File: src/rtl/sort_pkg.sv
// Shared types and the compare-exchange schedule for the 4-element sequential sorter.
package sort_pkg;
  localparam int ELEM_W = 4;
  localparam int NUM_EL = 4;
  localparam int STEPS  = 5;

  typedef logic [ELEM_W-1:0] elem_t;

  typedef enum logic [1:0] {IDLE, CMP, DONE} state_t;

  typedef struct packed {
    logic [1:0] hi;
    logic [1:0] lo;
  } pair_t;

  // Entry k is the (hi, lo) element pair exchanged at step k; step 0 in the low nibble.
  localparam logic [STEPS-1:0][3:0] SCHED = {
    4'b10_01,  // step 4: (2,1)
    4'b10_00,  // step 3: (2,0)
    4'b11_01,  // step 2: (3,1)
    4'b01_00,  // step 1: (1,0)
    4'b11_10   // step 0: (3,2)
  };
endpackage

File: src/rtl/cmp_exchange.sv
// Combinational compare-exchange: larger operand on hi, smaller on lo; equal never swaps.
module cmp_exchange #(
  parameter int W = 4
) (
  input  logic [W-1:0] a,
  input  logic [W-1:0] b,
  output logic [W-1:0] hi,
  output logic [W-1:0] lo,
  output logic         swapped
);
  assign swapped = (a < b);
  assign hi      = swapped ? b : a;
  assign lo      = swapped ? a : b;
endmodule

File: src/rtl/sort_4x4_sequencer.sv
// Sequential descending sorter for four W-bit elements using one shared compare-exchange.
// Define SORT_STATS_EN to add the swaps exchange counter port.
module sort_4x4_sequencer
  import sort_pkg::*;
#(
  parameter int W = ELEM_W
) (
  input  logic           clk,
  input  logic           nrst,
  input  logic           in_valid,
  output logic           in_ready,
  input  logic [4*W-1:0] in_data,
  output logic           out_valid,
  input  logic           out_ready,
  output logic [4*W-1:0] out_data,
  output logic           busy
`ifdef SORT_STATS_EN
  ,
  output logic [2:0]     swaps
`endif
);
  state_t state, state_n;
  logic [NUM_EL-1:0][W-1:0] e;
  logic [2:0]               step;
  logic                     accept;
  pair_t                    pr;
  logic [W-1:0]             x_hi, x_lo;
  logic                     x_sw;

  assign pr = pair_t'(SCHED[step]);

  cmp_exchange #(.W(W)) u_cx (
    .a       (e[pr.hi]),
    .b       (e[pr.lo]),
    .hi      (x_hi),
    .lo      (x_lo),
    .swapped (x_sw)
  );

  always_ff @(posedge clk) begin
    if (!nrst) state <= IDLE;
    else       state <= state_n;
  end

  // in_ready is gated by nrst so the reset cycle never advertises readiness.
  always_comb begin
    state_n   = state;
    in_ready  = 1'b0;
    out_valid = 1'b0;
    busy      = 1'b0;
    accept    = 1'b0;
    case (state)
      IDLE: begin
        in_ready = nrst;
        if (in_valid && nrst) begin
          accept  = 1'b1;
          state_n = CMP;
        end
      end
      CMP: begin
        busy = 1'b1;
        if (step == 3'(STEPS-1)) state_n = DONE;
      end
      DONE: begin
        out_valid = 1'b1;
        if (out_ready) state_n = IDLE;
      end
      default: state_n = IDLE;
    endcase
  end

  always_ff @(posedge clk) begin
    if (!nrst) begin
      e    <= '0;
      step <= '0;
    end else if (accept) begin
      e    <= in_data;
      step <= '0;
    end else if (state == CMP) begin
      e[pr.hi] <= x_hi;
      e[pr.lo] <= x_lo;
      if (step != 3'(STEPS-1)) step <= step + 3'd1;
    end
  end

  assign out_data = e;

`ifdef SORT_STATS_EN
  always_ff @(posedge clk) begin
    if (!nrst)                       swaps <= '0;
    else if (accept)                 swaps <= '0;
    else if (state == CMP && x_sw)   swaps <= swaps + 3'd1;
  end
`endif
endmodule

File: config.mk
export PLATFORM = sky130hd
export DESIGN_NAME = sort_4x4_sequencer
export DESIGN_NICKNAME = d
export VERILOG_FILES = /design/src/rtl/sort_pkg.sv /design/src/rtl/cmp_exchange.sv /design/src/rtl/sort_4x4_sequencer.sv
export SDC_FILE = /design/constraint.sdc
export NUM_CORES = 1
export LEC_CHECK = 0
export CELL_PAD_IN_SITES_DETAIL_PLACEMENT = 0
export CELL_PAD_IN_SITES_GLOBAL_PLACEMENT = 2
export CORE_ASPECT_RATIO = 1.25
export CORE_UTILIZATION = 29
export CTS_CLUSTER_DIAMETER = 40
export DETAILED_ROUTE_END_ITERATION = 10
export GPL_TIMING_DRIVEN = 0
export PLACE_DENSITY_LB_ADDON = 0.2
export SYNTH_ARGS = -nofsm -noshare
export SYNTH_HDL_FRONTEND = slang
export SYNTH_SLANG_ARGS = --single-unit
File: constraint.sdc
create_clock -name clk -period 3.05 [get_ports clk]
set_input_delay 0.4575 -clock clk [delete_from_list [all_inputs] [get_ports clk]]
set_output_delay 0.4575 -clock clk [all_outputs]
set_load 0.03 [all_outputs]
# Word-level counts from Yosys, hierarchy flattened
# Memories as Yosys holds them, arrays and structs flattened. A register that Yosys moved wholly into a read port is not among the register bits.
# Cells that the tools add are included.
# W data, S select, Z words.
# totals
elab_cells	56
mem_bits_ro	32
out_inout_bits	19
mem_count	1
input_bits	20
reg_bits	21
# classes
mux	26
n_reduce_logical	8
bitwise_logic	1
eq_ne	7
add_sub_neg	1
order_cmp	6
# mem_list
name	depth	word_bits	read_ports	rd_ports_with_merged_regs	write_ports	line_no	rtl
(name not given)	8	4	1	1	0	sort_4x4_sequencer.sv:30	assign pr = pair_t'(SCHED[step]);
# ops
cell	count
$bwmux W16	2
$mux W16	2
$mux W4	7
$bmux W4 S2	2
$demux W4 S2	2
$lt A2 B3 Y1 const B	2
$mux W2	3
$mux W3	2
$ne A2 B2 Y1 const B	3
$pmux W2 S3	1
$mux W1	5
$ge A2 B1 Y1 const B	2
$lt A3 B4 Y1 const B	1
$lt A4 B4 Y1	1
$add A3 B1 Y3 const B	1
$eq A3 B3 Y1 const B	1
$logic_and A1 B1 Y1	3
$ne A3 B3 Y1 const B	1
$reduce_and A3 Y1	1
$eq A2 B1 Y1 const B	1
$eq A2 B2 Y1 const B	1
$logic_not A2 Y1	1
$reduce_and A2 Y1	1
$reduce_bool A2 Y1	1
other kinds (2)	2

# Logic depth before layout (Yosys ltp)
# Gate-level depths: netlist (run 1).
# logic_depth
depth_word	10
ltp_mapped	10
mapped_depth_nobuf	8

# Hierarchy
# Synthesis (run 1) repeated with hierarchy kept, for this count alone.
# hier_totals
hier_cells	203
area_unflattened_um2	1843.0
# modules_own_cells
mod	area_each_um2	instances	seq_area_each_um2	cells_per_inst
sort_4x4_sequencer	1636.6	1	500.5	181
cmp_exchange	206.4	1	0.0	22

# Least setup slack after synthesis (run 1)
# No wires, ideal clock.
# synth_timing
path_type	register to register
startpoint	register pr[0] (netlist name)
endpoint	register e (netlist bit out_data[4])
setup_time_ns	0.126
path_stages_with_launch	11
slack_ns	0.452
path_buffers	2
t_arrival_ns	2.472
required_ns	2.924
period_less_slack_ns	2.598
cell_sequence	dfxtp_1 -> clkbuf_1 -> mux4_2 -> inv_1 -> ha_1 -> nor2b_1 -> a21o_1 -> buf_2 -> o22a_1 -> o221ai_1 -> o21ai_0
# synth_rtl
item	line_no	rtl
end signal, assigned	sort_4x4_sequencer.sv:77	e <= in_data;
end signal, assigned by index	sort_4x4_sequencer.sv:80	e[pr.hi] <= x_hi;
end signal, assigned by index	sort_4x4_sequencer.sv:81	e[pr.lo] <= x_lo;
end, declared	sort_4x4_sequencer.sv:23	logic [NUM_EL-1:0][W-1:0] e;

==> impl_metrics.ini, run 1 <==
[pwr]
swShare_pct = 38.0
leakagePower_nw = 0.902
p_comb_share_pct = 41.8
pwr-share-clk_pct = 20.4
fin_total_pwr_mw = 1.00
seqPwrFrac_pct = 37.8
p_sw_mw = 0.382
internal_power_mw = 0.622
power.density_mw_per_mm2 = 422
irDropWorstVdd_mv = 0.241

[clock_tree]
cts_made_buffers = 3
cts_resized = 0
h-tree-depth = 1
clk_pin_slew_worst_paths_ps = 90
ctsHoldBuffers = 0
cts-root-buf = clkbuf_8
cts_tree = done
post_cts.repair.setup_buffers = 0
clk_latency_ps = 270
clock_sinks = 25
cts_buffer_depth = 2

[grt]
grt_usage_pct = 18.9
grt_pass1_wl_mm = 9.44
grt_overflow = 0
grt_pass1_vias = 1808
grt_max_degree = 14
antenna_found_initial = 0

[detailed_routing]
drt_pass1_iterations = 4
via_count = 1860
drt_iter0_markers = 103
drt_wl_total_mm = 5.82
vias_per_cell = 5.20
drc_errors = 0
routedWlPerCell_um = 16.3
ant_nets = 0

[floorplanning]
die_h_um = 91.1
start_util_pct = 29.8
die-area_mm2 = 0.00667
fp.coreArea_mm2 = 0.00617
fp-row-count = 32
io_pins = 39
die_x_um = 73.3

[cells_and_area]
insertedDiodeCount = 0
register_area_um2 = 500
nFillCells = 684
area_growth_pct = 29.2
layout-drive-gt1-share_pct = 9.52
final_util_pct = 38.6
fin_nets = 301
multiInputGateArea_mm2 = 0.00124

[placed_design]
port_buffers = 38
pre_cts_ws_ps = 27.8
gp_congestion = 0.852
dp_hpwl_mm = 4.57

[worst_setup_path]
path_cells = clkbuf_2, mux4_2, inv_1, ha_1, nor2b_1, a21o_1, buf_2, o22a_1, o221ai_1, o21ai_0
crit_buf_inv = 3
critPathKind = reg2reg
crit_fanout = 10
critPathArrivalTime_ps = 2970
cpPeakStageDelay_ps = 550
cp-start-kind = flop
cp_top_family = compound AO/OA/AOI/OAI gates
cp-end-kind = flop
critPathSlowestCell = mux4_2
worstPathRequired_ps = 3210

[timing]
relSlewSlack_pct = 51.0
fin_crit_sh_pct = 92.0
setup_viol = 0
finClkSkew_ps = 3.99
worst_pin_slew_ps = 734
post-route-min-period_ps = 2800
setup_total_negative_slack_ps = 0
finalHoldViolCount = 0
grt_setup_unrepaired = no
final_max_slew_viol_count = 0
fmax_mhz = 357
setup_ws_ps = 245

[logic_synthesis]
ys_types = 42
synthArstFlopShare_pct = 0
ys_warn_count = 0
synth_seq_cells = 25
synth_ff_type = dfxtp_1
synth_edf_count = 0
avgSynthCellArea_um2 = 7.97
seq_area_frac_synth_pct = 27.2
synth_fp_nets = 258
netlist_instances = 231
netlist_area_mm2 = 0.00184

[min_path]
holdCritPathClass = reg2reg

[flow_run]
cap_violations = 0

[outcome]
status = finished, final reports clean
-- final cells by class --
class,count,area share (%)
plain buffers,10,2.58
clock buffers,4,1.89
inverters,11,1.74
multi-input cells,185,52.3
flip-flops and latches,25,21.1
well taps,85,4.47
repair buffers,38,16.0
-- cells in the mapped netlist (7+ instances only) --
cell / number / area (um^2)
a21oi_1: 24 / 120
inv_1: 11 / 41.3
ha_1: 7 / 87.6
nor2b_1: 7 / 43.8
nor3_1: 13 / 65.1
nand3_1: 8 / 40.0
o21ai_0: 15 / 75.1
nor2_1: 18 / 67.6
nand2b_1: 10 / 62.6
nand2_1: 21 / 78.8
dfxtp_1: 25 / 500
-- power groups by stage --
stage               Sequential, mW  Clock [mW]  Combinational [mW]
floorplan                    0.422           0               0.236
global placement             0.387           0               0.416
detailed placement           0.387           0               0.414
CTS                          0.380       0.216               0.416
global route                 0.384       0.227               0.454
finish                       0.379       0.205               0.419
-- worst reg2reg max path: cells and delay by family (launching register included) --
kind                       cells  cell delay [ps]
buffers and inverters          3              570
DFF                            1              410
AOI/OAI and AO/OA              4              700
adders and majority gates      1              270
muxes                          1              550
and+or+nand+nor                1              180
-- cell families (layout without fill, tap and decap cells) --
logic type	after synthesis	in the layout	synth area share, %
compound gates	75	75	26.0
xor+xnor	2	2	0.952
fa+ha+maj	7	7	4.76
buf+inv	21	63	5.51
flops	25	25	27.2
mux	13	13	11.3
simple gates	88	88	24.3
-- worst paths after layout --
check                   start      endpoint  slack [ps]  cells past startpoint
setup / recovery        pr[0]  out_data[12]         250                     10
hold / removal    out_data[0]   out_data[0]         580                      2
setup reg to reg        pr[0]  out_data[12]         250                     10
hold reg to reg   out_data[0]   out_data[0]         580                      2
-- placed cells by master (no fill, tap or decap), drive strengths merged, types with 3 or more instances in the layout --
| cell | Yosys | final |
|---|---|---|
| clkdlybuf4s50 | 0 | 38 |
| dfxtp | 25 | 25 |
| a21oi | 24 | 24 |
| nand2 | 21 | 21 |
| o21ai | 20 | 20 |
| nor2 | 18 | 18 |
| nor3 | 13 | 13 |
| inv | 11 | 11 |
| nand2b | 10 | 10 |
| nand3 | 8 | 8 |
| buf | 8 | 8 |
| nor2b | 7 | 7 |
| ha | 7 | 7 |
| mux4 | 6 | 6 |
| clkbuf | 2 | 6 |
| mux2i | 5 | 5 |
| a22oi | 5 | 5 |
| nor3b | 4 | 4 |
| a21boi | 4 | 4 |
| a211oi | 4 | 4 |
| o21bai | 3 | 3 |
| o221ai | 3 | 3 |
-- sequential cells by signal (all words and copies together), names as in the netlist --
name	flops
step	3
state	2
pr	4
out_data	16
-- per-layer routing --
| layer | vias to the layer above | share of wire, % | GRT usage [%] |
|---|---|---|---|
| met5 | - | 0 | 0 |
| met4 | 0 | 1.2 | 6.05 |
| met3 | 6 | 3.5 | 2.44 |
| met2 | 36 | 51 | 32.1 |
| met1 | 890 | 44 | 24.1 |
| li1 | 928 | - | - |
-- per-stage QoR --
step | instance area [um^2] | std cells | hold slack [ps]
detailed placement | 2330 | 354 | 563
CTS | 2370 | 358 | 595
global placement | 2330 | 354 | 558
floorplan | 1840 | 231 | 570
global route | 2380 | 358 | 629
finish | 2380 | 358 | 580
No activity file was read; power rests on OpenSTA's default activity.
==> inputs of run 2 (changes only) <==
- CORE_UTILIZATION: 29 -> 36
- DONT_BUFFER_PORTS: not set -> 1
- TNS_END_PERCENT: not set -> 20
==> run 2 against run 1 <==
Hold slack lost 280 ps; fmax is essentially flat; first-iteration DRC count grew 4.9%; clock skew is essentially flat; die area shrank 19%; design area shrank 17%; largest cell class unchanged.
==> impl_metrics.ini, run 2 (synthesis results as in run 1) <==
[detailed_routing]
dr_wl_met3_um = 231
via_count = 1721
drc_errors = 0
drt_pass1_iterations = 4
routedWlPerCell_um = 18.5
drt_wl_total_mm = 5.45
met1_length_mm = 2.36
ant_nets = 0
top_layer = met4
drt_iter0_markers = 108
vias_per_cell = 5.83
wl_met2_mm = 2.74

[worst_setup_path]
crit_buf_inv = 3
worstPathRequired_ps = 3210
path_cells = clkbuf_2, mux4_2, inv_1, ha_1, nor2b_1, a21o_1, buf_2, o22a_1, o221ai_1, o21ai_0
crit_fanout = 10
critPathSlowestCell = mux4_2
critPathKind = reg2reg
cpPeakStageDelay_ps = 560
cp-end-kind = flop
cp_top_family = compound AO/OA/AOI/OAI gates
cp-start-kind = flop
critPathArrivalTime_ps = 2970

[timing]
finClkSkew_ps = 3.53
setup_viol = 0
setup_total_negative_slack_ps = 0
finalHoldViolCount = 0
worst_pin_slew_ps = 1100
setup_ws_ps = 246
final_max_slew_viol_count = 0
fin_crit_sh_pct = 91.9
grt_setup_unrepaired = no
relSlewSlack_pct = 26.2
post-route-min-period_ps = 2800
fmax_mhz = 357

[pwr]
leakagePower_nw = 0.760
power.density_mw_per_mm2 = 476
irDropWorstVdd_mv = 0.152

[cells_and_area]
nFillCells = 514
final_util_pct = 40.6
insertedDiodeCount = 0
largest_reg_flops = 16
mostFrequentLayoutCells = 25 x dfxtp_1, 24 x a21oi_1, 21 x nand2_1
area_growth_pct = 6.59
fin_nets = 263
layout-drive-gt1-share_pct = 10.6
layout_commonest_cell = dfxtp_1

[clock_tree]
cts_buffer_depth = 2
clk_latency_ps = 270
h-tree-depth = 1
cts_tree = done
cts-root-buf = clkbuf_8
cts_made_buffers = 3
ctsHoldBuffers = 0
clock_sinks = 25
clk_pin_slew_worst_paths_ps = 90

[min_path]
holdCritPathClass = in2reg

[placed_design]
pre_cts_ws_ps = 87.2
dp_hpwl_mm = 4.30
port_buffers = 0
gp_congestion = 0.899

[grt]
antenna_found_initial = 0
grt_pass1_vias = 1688
grt_max_degree = 14
grt_pass1_wl_mm = 8.76
grt_usage_pct = 21.9
grt_overflow = 0

[floorplanning]
die-area_mm2 = 0.00540
fp-row-count = 28
die_h_um = 81.9
die_x_um = 66.0
start_util_pct = 38.1
fp.coreArea_mm2 = 0.00483
io_pins = 39

[flow_run]
cap_violations = 0

[outcome]
status = finished, final reports clean
run 2: worst paths after layout:
kind / startpoint / end / slack, ps / cells past startpoint
max reg2reg: pr[0] / out_data[12] / 250 / 10
max: pr[0] / out_data[12] / 250 / 10
min reg2reg: step[2] / step[2] / 620 / 2
min: nrst / out_data[15] / 300 / 1
run 2: timing repair:
| item | CTS | global route |
|---|---|---|
| gates resized for setup | 0 | 2 |
| setup buffers | 0 | 0 |
| setup endpoints to repair | 0 | 12 |
run 2: through the flow:
| stage | total power, mW | cells | area (um^2) | hold slack [ps] |
|---|---|---|---|---|
| after floorplan | 0.658 | 231 | 1840 | 570 |
| after global routing | 0.998 | 295 | 1960 | 303 |
| after global placement | 0.736 | 291 | 1920 | 590 |
| final | 0.933 | 295 | 1960 | 303 |
| after detailed placement | 0.731 | 291 | 1920 | 597 |
| after CTS | 0.939 | 295 | 1960 | 299 |
run 2: cell type report:
class                      count  area (um^2)  area share [%]
buffer                        10         61.3            3.13
tap                           60         75.1            3.83
sequential                    25          500            25.5
clock buffer                   4         45.0            2.30
inverter                      11         41.3            2.10
multi-input combinational    185         1240            63.1
run 2: metal layers:
metal	GRT usage [%]	vias to the layer above
li1	-	853
met1	27.1	813
met2	38.4	44
met3	2.78	11
met4	8.09	0
met5	0	-
run 2: where the power goes:
| part | total [mW] | switching, mW | internal, mW |
|---|---|---|---|
| logic | 0.301 | 0.184 | 0.116 |
| clock network | 0.206 | 0.112 | 0.0937 |
| registers | 0.427 | 0.0751 | 0.352 |
